[src/rtl/id_ex_stage_reg.sv]
`default_nettype none
// ============================================================================
// Module      : id_ex_stage_reg
// Description : Register between the ID and EX stages. It latches the decoded
//               control bundle, operands and register fields each cycle. It
//               detects load-use hazards against the instruction in EX, inserts
//               a bubble and stalls IF/ID when one is found. It also handles a
//               branch flush, a global hold and a saturating bubble counter.
// Revision    : 1.0 - initial release
// ----------------------------------------------------------------------------
// Ports:
//   clk, rst_n          - rising-edge clock, asynchronous active-low reset
//   hold                - freeze every registered output (memory not ready)
//   flush               - branch taken in EX; squash the ID instruction
//   id_valid, id_*      - decoded instruction from the ID stage
//   ex_valid, ex_*      - registered copies presented to the EX stage
//   ex_dest             - registered destination (rd for R-type, else rt)
//   stall_id            - combinational; IF/ID register and PC must hold
//   bubble_count        - saturating count of hazard bubbles inserted
// ============================================================================
module id_ex_stage_reg #(
    parameter int DATA_W = 32,
    parameter int CNT_W  = 16
) (
    input  logic              clk,
    input  logic              rst_n,
    input  logic              hold,
    input  logic              flush,
    input  logic              id_valid,
    input  logic              id_reg_write,
    input  logic              id_mem_to_reg_write,
    input  logic              id_mem_write,
    input  logic              id_branch,
    input  logic              id_alu_source,
    input  logic              id_alu_source_shift,
    input  logic              id_reg_dst,
    input  logic [3:0]        id_alu_control,
    input  logic [DATA_W-1:0] id_rs_data,
    input  logic [DATA_W-1:0] id_rt_data,
    input  logic [DATA_W-1:0] id_imm,
    input  logic [DATA_W-1:0] id_pc_plus4,
    input  logic [4:0]        id_rs,
    input  logic [4:0]        id_rt,
    input  logic [4:0]        id_rd,
    input  logic [4:0]        id_shamt,
    output logic              ex_valid,
    output logic              ex_reg_write,
    output logic              ex_mem_to_reg_write,
    output logic              ex_mem_write,
    output logic              ex_branch,
    output logic              ex_alu_source,
    output logic              ex_alu_source_shift,
    output logic              ex_reg_dst,
    output logic [3:0]        ex_alu_control,
    output logic [DATA_W-1:0] ex_rs_data,
    output logic [DATA_W-1:0] ex_rt_data,
    output logic [DATA_W-1:0] ex_imm,
    output logic [DATA_W-1:0] ex_pc_plus4,
    output logic [4:0]        ex_rs,
    output logic [4:0]        ex_rt,
    output logic [4:0]        ex_rd,
    output logic [4:0]        ex_shamt,
    output logic [4:0]        ex_dest,
    output logic              stall_id,
    output logic [CNT_W-1:0]  bubble_count
);

    localparam logic [4:0]       c_REG_ZERO = 5'd0;
    localparam logic [CNT_W-1:0] c_CNT_MAX  = {CNT_W{1'b1}};

    logic              r_valid;
    logic              r_reg_write;
    logic              r_mem_to_reg_write;
    logic              r_mem_write;
    logic              r_branch;
    logic              r_alu_source;
    logic              r_alu_source_shift;
    logic              r_reg_dst;
    logic [3:0]        r_alu_control;
    logic [DATA_W-1:0] r_rs_data;
    logic [DATA_W-1:0] r_rt_data;
    logic [DATA_W-1:0] r_imm;
    logic [DATA_W-1:0] r_pc_plus4;
    logic [4:0]        r_rs;
    logic [4:0]        r_rt;
    logic [4:0]        r_rd;
    logic [4:0]        r_shamt;
    logic [4:0]        r_dest;
    logic [CNT_W-1:0]  r_bubble_count;

    logic w_uses_rs;
    logic w_uses_rt;
    logic w_ex_is_load;
    logic w_hazard;
    logic w_bubble;
    logic w_count_en;

    // Shift instructions take their operand from rt; rs is unused.
    assign w_uses_rs = ~id_alu_source_shift;
    assign w_uses_rt = id_reg_dst | id_branch | id_mem_write;

    // A load writing a non-zero register sits in EX; its data is not ready
    // for a consumer in ID until one cycle later.
    assign w_ex_is_load = r_valid & r_reg_write & r_mem_to_reg_write &
                          (r_dest != c_REG_ZERO);

    assign w_hazard = id_valid & w_ex_is_load &
                      ((w_uses_rs & (id_rs == r_dest)) |
                       (w_uses_rt & (id_rt == r_dest)));

    assign stall_id   = w_hazard & ~flush & ~hold;
    assign w_bubble   = flush | w_hazard;
    // Only hazard bubbles are counted; a flush on the same edge takes over.
    assign w_count_en = w_hazard & ~flush & (r_bubble_count != c_CNT_MAX);

    always_ff @(posedge clk or negedge rst_n) begin
        if (!rst_n) begin
            r_valid            <= 1'b0;
            r_reg_write        <= 1'b0;
            r_mem_to_reg_write <= 1'b0;
            r_mem_write        <= 1'b0;
            r_branch           <= 1'b0;
            r_alu_source       <= 1'b0;
            r_alu_source_shift <= 1'b0;
            r_reg_dst          <= 1'b0;
            r_alu_control      <= 4'd0;
            r_rs_data          <= '0;
            r_rt_data          <= '0;
            r_imm              <= '0;
            r_pc_plus4         <= '0;
            r_rs               <= 5'd0;
            r_rt               <= 5'd0;
            r_rd               <= 5'd0;
            r_shamt            <= 5'd0;
            r_dest             <= 5'd0;
            r_bubble_count     <= '0;
        end else if (!hold) begin
            // Data and address fields are don't-care inside a bubble, so they
            // load unconditionally and only the control bits are qualified.
            r_alu_source       <= id_alu_source;
            r_alu_source_shift <= id_alu_source_shift;
            r_reg_dst          <= id_reg_dst;
            r_alu_control      <= id_alu_control;
            r_rs_data          <= id_rs_data;
            r_rt_data          <= id_rt_data;
            r_imm              <= id_imm;
            r_pc_plus4         <= id_pc_plus4;
            r_rs               <= id_rs;
            r_rt               <= id_rt;
            r_rd               <= id_rd;
            r_shamt            <= id_shamt;
            r_dest             <= id_reg_dst ? id_rd : id_rt;
            if (w_bubble) begin
                r_valid            <= 1'b0;
                r_reg_write        <= 1'b0;
                r_mem_to_reg_write <= 1'b0;
                r_mem_write        <= 1'b0;
                r_branch           <= 1'b0;
            end else begin
                r_valid            <= id_valid;
                r_reg_write        <= id_reg_write & id_valid;
                r_mem_to_reg_write <= id_mem_to_reg_write;
                r_mem_write        <= id_mem_write & id_valid;
                r_branch           <= id_branch & id_valid;
            end
            if (w_count_en) begin
                r_bubble_count <= r_bubble_count + CNT_W'(1);
            end
        end
    end

    assign ex_valid            = r_valid;
    assign ex_reg_write        = r_reg_write;
    assign ex_mem_to_reg_write = r_mem_to_reg_write;
    assign ex_mem_write        = r_mem_write;
    assign ex_branch           = r_branch;
    assign ex_alu_source       = r_alu_source;
    assign ex_alu_source_shift = r_alu_source_shift;
    assign ex_reg_dst          = r_reg_dst;
    assign ex_alu_control      = r_alu_control;
    assign ex_rs_data          = r_rs_data;
    assign ex_rt_data          = r_rt_data;
    assign ex_imm              = r_imm;
    assign ex_pc_plus4         = r_pc_plus4;
    assign ex_rs               = r_rs;
    assign ex_rt               = r_rt;
    assign ex_rd               = r_rd;
    assign ex_shamt            = r_shamt;
    assign ex_dest             = r_dest;
    assign bubble_count        = r_bubble_count;

endmodule
`default_nettype wire
[config.mk]
export PLATFORM = sky130hd
export DESIGN_NAME = id_ex_stage_reg
export DESIGN_NICKNAME = d
export VERILOG_FILES = /design/src/rtl/id_ex_stage_reg.sv
export SDC_FILE = /design/constraint.sdc
export NUM_CORES = 1
export LEC_CHECK = 0
export BUFFER_PORTS_ARGS = -buffer_cell sky130_fd_sc_hd__buf_2
export CAP_MARGIN = 10
export CORE_AREA = 2 2 133 135
export CTS_BUF_LIST = sky130_fd_sc_hd__clkbuf_4
export CTS_CLUSTER_DIAMETER = 60
export DETAILED_ROUTE_END_ITERATION = 7
export DIE_AREA = 0 0 135 137
export PLACE_DENSITY = 0.8
export SLEW_MARGIN = 20
export SYNTH_ARGS = -nofsm -noshare
export SYNTH_HDL_FRONTEND = slang
export SYNTH_SLANG_ARGS = --single-unit
[constraint.sdc]
create_clock -name clk -period 2.3 [get_ports clk]
set_input_delay 0.23 -clock clk [delete_from_list [all_inputs] [get_ports clk]]
set_output_delay 0.23 -clock clk [all_outputs]
set_load 0.02 [all_outputs]
==> After elaboration in Yosys (flattened, before gate mapping) <==
Cells that the tools add are included.
W data, S select, Z words.
{ "word_totals": {"output_inout_bits": 182, "reg_bits": 181, "in_bits": 164, "word_cells": 51} }
{ "op_classes": {"n_eq_ne": 3, "n_addsub": 1, "reduce_logical": 2, "n_mux": 6, "bitwise_logic": 20} }
{ "ops": {"columns": ["op", "count"], "rows": [
  ["$add A16 B1 Y16 const B", 1],
  ["$ne A16 B16 Y1 const B", 1],
  ["$and A1 B1 Y1", 13],
  ["$eq A5 B5 Y1", 2],
  ["$mux W1", 5],
  ["$mux W5", 1],
  ["$reduce_bool A5 Y1", 1],
  ["$or A1 B1 Y1", 4],
  ["$not A1 Y1", 3],
  ["$reduce_and A2 Y1", 1]
]} }

==> Depth between registers and ports, before layout <==
{ "logic_depth": {"ltp_word": 8, "mapped_depth": 6, "mapped_depth_nobuf": 6} }

==> Least setup slack after synthesis <==
OpenSTA, ideal clock, no wires.
{ "synth_path": {"path_type": "register to register", "start": "register r_dest[1] (netlist: ex_dest[1])", "end": "register r_bubble_count[1] (netlist: bubble_count[1])", "setup_time_ps": 128, "period_less_slack_ps": 1972, "t_arrival_ps": 1844, "slack_ps": 328, "required_ps": 2172, "stages_incl_launch_ff": 6, "n_path_buf": 0, "path_cell_list": "dfrtp_1 > or4_4 > o2111ai_4 > nor2_4 > nand3_2 > mux2_1"} }
{ "synth_between": {"elab_chain_len": 7} }
{ "synth_rtl": {"columns": ["item", "line", "text"], "rows": [
  ["start: declaration", "88", "logic [4:0] r_dest;"],
  ["start signal: assignment", "152", "r_dest <= id_reg_dst ? id_rd : id_rt;"],
  ["$eq A5 B5 Y1, or another cell as far along", "108", "((w_uses_rs & (id_rs == r_dest)) |"],
  ["$and A1 B1 Y1 (on tied branches)", "108, 104, 109", null],
  ["$or A1 B1 Y1 or $and A1 B1 Y1 (tied branches)", "108, 107", null],
  ["$and A1 B1 Y1 (*)", "107", "assign w_hazard = id_valid & w_ex_is_load &"],
  ["$and A1 B1 Y1 (*) (2 in series)", "114", "assign w_count_en = w_hazard & ~flush & (r_bubble_count != c_CNT_MAX);"],
  ["$reduce_and A2 Y1 (no source line) (*)", null, null],
  ["end signal: assignment", "167", "r_bubble_count <= r_bubble_count + CNT_W'(1);"],
  ["end: declaration", "89", "logic [CNT_W-1:0] r_bubble_count;"]
]} }
Mark *: on every way between the ends. The rest lies on a longest branch, timed or not.
A chain may end at the register's enable or synchronous reset.

==> Worst setup path after layout <==
{ "layout_path": {"start": "register r_dest[3] (netlist: ex_dest[3])", "end": "output stall_id"} }
{ "layout_between": {"elab_chain_len": 6} }
{ "layout_rtl": {"columns": ["item", "line", "text"], "rows": [
  ["$eq A5 B5 Y1, or another cell as far along", "108", null],
  ["$and A1 B1 Y1 (on tied branches)", "108, 104, 109", null],
  ["$or A1 B1 Y1 or $and A1 B1 Y1 (tied branches)", "108, 107", null],
  ["$and A1 B1 Y1 (*)", "107", null],
  ["$and A1 B1 Y1 (*) (2 in series)", "111", "assign stall_id = w_hazard & ~flush & ~hold;"],
  ["end: declaration", "64", "output logic stall_id,"]
]} }
Marks and branches as above.

==> results.md <==
- Max-slew violations: 0
- Routability congestion estimate: 0.808
- CTS HTree Levels: 4
- Hold Slack: 0.0970 ns
- Layout area overhead: 56.2%
- Seq/Total Area, Yosys: 63.3%
- Placed Area: 9210 µm²
- Crit share post-route: 99.9%
- IO Pins: 346
- Psw: 2150 µW
- Vias in the first global route: 6624
- Cell accounting for the most synthesized area: dfrtp_1
- Layout Nets: 1147
- Most common cell in the netlist: dfrtp_1
- Die Height: 137 µm
- Slowest CP cell: or4_4
- RSZ-0062 raised after global routing: true
- Synth Flop Type: dfrtp_1
- Clock latency at the later pin of the worst-skew pair: 0.54 ns
- Grt total ovfl: 0
- # fillers: 1203
- Post-synthesis simple-gate area fraction: 4.79%
- Post-Synth Adder-Cell Area: 0.175%
- Synth Area in XOR/XNOR: 3.06%
- Antenna diodes: 0
- IO Port Bufs: 345
- Comb power frac: 22.9%
- Cell count after synthesis: 463
- Crit-path max cell delay: 0.55 ns
- Worst-path maximum fanout: 2
- Clock Skew: 0.0116 ns
- CP endpoint kind: output pin
- Switching part of the total: 30.0%
- Async S/R FF share, synth: 100%
- Largest net degree at the start of global routing: 74
- Final hold viol count: 0
- Register bit total from synthesis: 181
- Pleak: 0.00531 µW
- Post-Layout Inst Area: 11200 µm²
- Critical Path AT: 2.07 ns
- Setup CP Type: reg -> out
- Clock sinks: 181
- FMAX: 435 MHz
- Synth unique cells: 35
- Top-area cell type share of the netlist area: 63.3%
- Share of cells above drive strength 1: 56.0%
- Pint: 5030 µW
- Fin crit period: 2.30 ns
- CTS buffer count: 17
- Root buffer cell: clkbuf_4
- 1st-pass router iterations: 4
- Mapped cell area: 7160 µm²
- Clock power share: 26.4%
- Clock-pin slew on the worst setup and hold paths: 0.14 ns
- Post-Route WL: 22.0 mm
- Initial antenna violation count: 0
- Main combinational cell family by area after synthesis: multiplexers
- First-pass GRT wire length: 33.9 mm
- Die Area: 18500 µm²
- IR Drop Worst-Case VDD: 0.418 mV
- Mux share of post-synthesis cell area: 25.2%
- Complex-gate fraction of the synthesized area: 2.08%
- Post-Syn Nets: 628
- Critical-path cell list: or4_4 > o2111ai_4 > nor2b_2 > and2_4 > buf_6
- Post-route DRC: 0
- Post-route ant nets: 0
- Core footprint: 17100 µm²
- Post-synth EDFFs: 0
- Clock Tree Buf Depth: 2
- DR iter-0 viols: 197
- Final Setup Violations: 0
- Initial Utilization: 42.0%
- Vias: 5982
- Max cap viols: 0
- Drt wl/cell: 18.1 µm
- Slew @ Worst Pin: 0.476 ns
- HPWL after DPL: 13.8 mm
- Yosys warning count: 0
- Via/cell ratio: 4.91
- Final core area utilization: 65.6%
- Synth top area cells: dfrtp_1 63%, mux2_2 24%, xnor2_1 2.9%
- Worst EP required: 2.07 ns
- CTS tree: yes
- Critical path startpoint category: flop
- Sequential power share: 50.6%
- Syn avg cell area: 15.5 µm²
- Relative slew slack: 68.3%
- Hold crit path type: in -> reg
- Power per cell area: 642 nW/µm²
- Chip Width: 135 µm
- Status: complete, no violations
- Total GRT Usage: 23.7%
- Rows: 48
- Most frequent cells after synthesis: 181 x dfrtp_1, 155 x mux2_2, 24 x xnor2_1, 12 x nand2_1, 12 x nand4_1
worst max-delay path, delay by kind of cell, from the launching register on:
family,cells,cell delay (ns)
flip-flops,1,0.41
buffers and inverters,1,0.12
AND/OR/NAND/NOR,3,0.78
AO/OA/AOI/OAI,1,0.23
layer usage:
| metal | wire length [µm] | GRT usage, % |
|---|---|---|
| met3 | 1560 | 7.26 |
| met4 | 714 | 9.90 |
| met1 | 7970 | 25.1 |
| met5 | 0 | 0 |
| met2 | 11800 | 43.7 |
cells by family (layout without fill, tap and decap cells):
family | Yosys count | after routing
AND/OR/NAND/NOR | 57 | 57
flip-flops | 181 | 181
buffers and inverters | 23 | 554
XOR/XNOR | 25 | 25
AO/OA/AOI/OAI | 15 | 15
multiplexers | 161 | 161
adder cells (fa/ha/maj) | 1 | 1
registers in the layout (all words and copies together), names as in the netlist, 4 cells and up:
register,flops
ex_imm,32
ex_pc_plus4,32
ex_rs_data,32
ex_rt_data,32
bubble_count,16
ex_dest,5
ex_rd,5
ex_rs,5
ex_rt,5
ex_shamt,5
ex_alu_control,4
worst paths after layout:
path / depth (start not counted) / slack [ns] / from / to
max: 5 / 0.003 / ex_dest[3] / stall_id
min: 3 / 0.1 / flush / ex_mem_to_reg_write
max reg2reg: 6 / 0.32 / ex_dest[3] / bubble_count[1]
min reg2reg: 1 / 0.50 / bubble_count[5] / bubble_count[5]
max in group asynchronous: 3 / 1.45 / rst_n / ex_imm[15]
min in group asynchronous: 2 / 0.18 / rst_n / bubble_count[3]
stage by stage:
| step | setup WS (ns) | TNS (ns) | power, µW | cells |
|---|---|---|---|---|
| 2_1_floorplan | 0.328 | 0 | 4430 | 463 |
| 3_3_place_gp | 0.299 | 0 | 5030 | 1021 |
| 3_5_place_dp | 0.279 | 0 | 5070 | 1021 |
| 4_1_cts | -0.117 | -0.117 | 7220 | 1218 |
| 5_1_grt | -0.138 | -0.138 | 7500 | 1219 |
| 6_report | 0.00324 | 0 | 7180 | 1219 |
cell usage in the layout (no fill, tap or decap), types with 5 or more instances in the layout:
master | Yosys | routed
xnor2_1 | 24 | 24
nor2_1 | 5 | 5
nand3_1 | 8 | 8
nand2_1 | 12 | 12
buf_4 | 1 | 13
dlygate4sd3_1 | 0 | 160
clkbuf_4 | 0 | 18
nand4_1 | 12 | 12
buf_2 | 7 | 342
mux2_2 | 155 | 155
dfrtp_1 | 181 | 180
o21ai_0 | 6 | 6
mux2i_1 | 5 | 5
power groups by stage:
stage | Clock, µW | Sequential [µW] | Combinational (µW)
after CTS | 1980 | 3620 | 1620
after floorplan | 0 | 4040 | 394
after detailed placement | 0 | 3680 | 1390
final | 1900 | 3640 | 1650
after global routing | 2090 | 3670 | 1750
after global placement | 0 | 3660 | 1360
cell type report:
class                   instances  area [µm²]  area share [%]
clock inverters                13         170            1.52
multi-input cells             259        2530            22.7
well taps                     225         282            2.52
inverters                       1        3.75          0.0336
flip-flops and latches        181        4530            40.5
repair buffers                522        3520            31.5
clock buffers                  18         135            1.21
repair_timing:
| item | 4_1_cts | 5_1_grt |
|---|---|---|
| endpoints found under the setup margin | 1 | 1 |
| endpoints found under the hold margin | 302 | 0 |
| resized for setup | 4 | 1 |
| hold buffers | 160 | 0 |
| pin swaps | 3 | 2 |
| setup buffers | 6 | 1 |
Note: power is estimated with default switching activity, not from simulation.
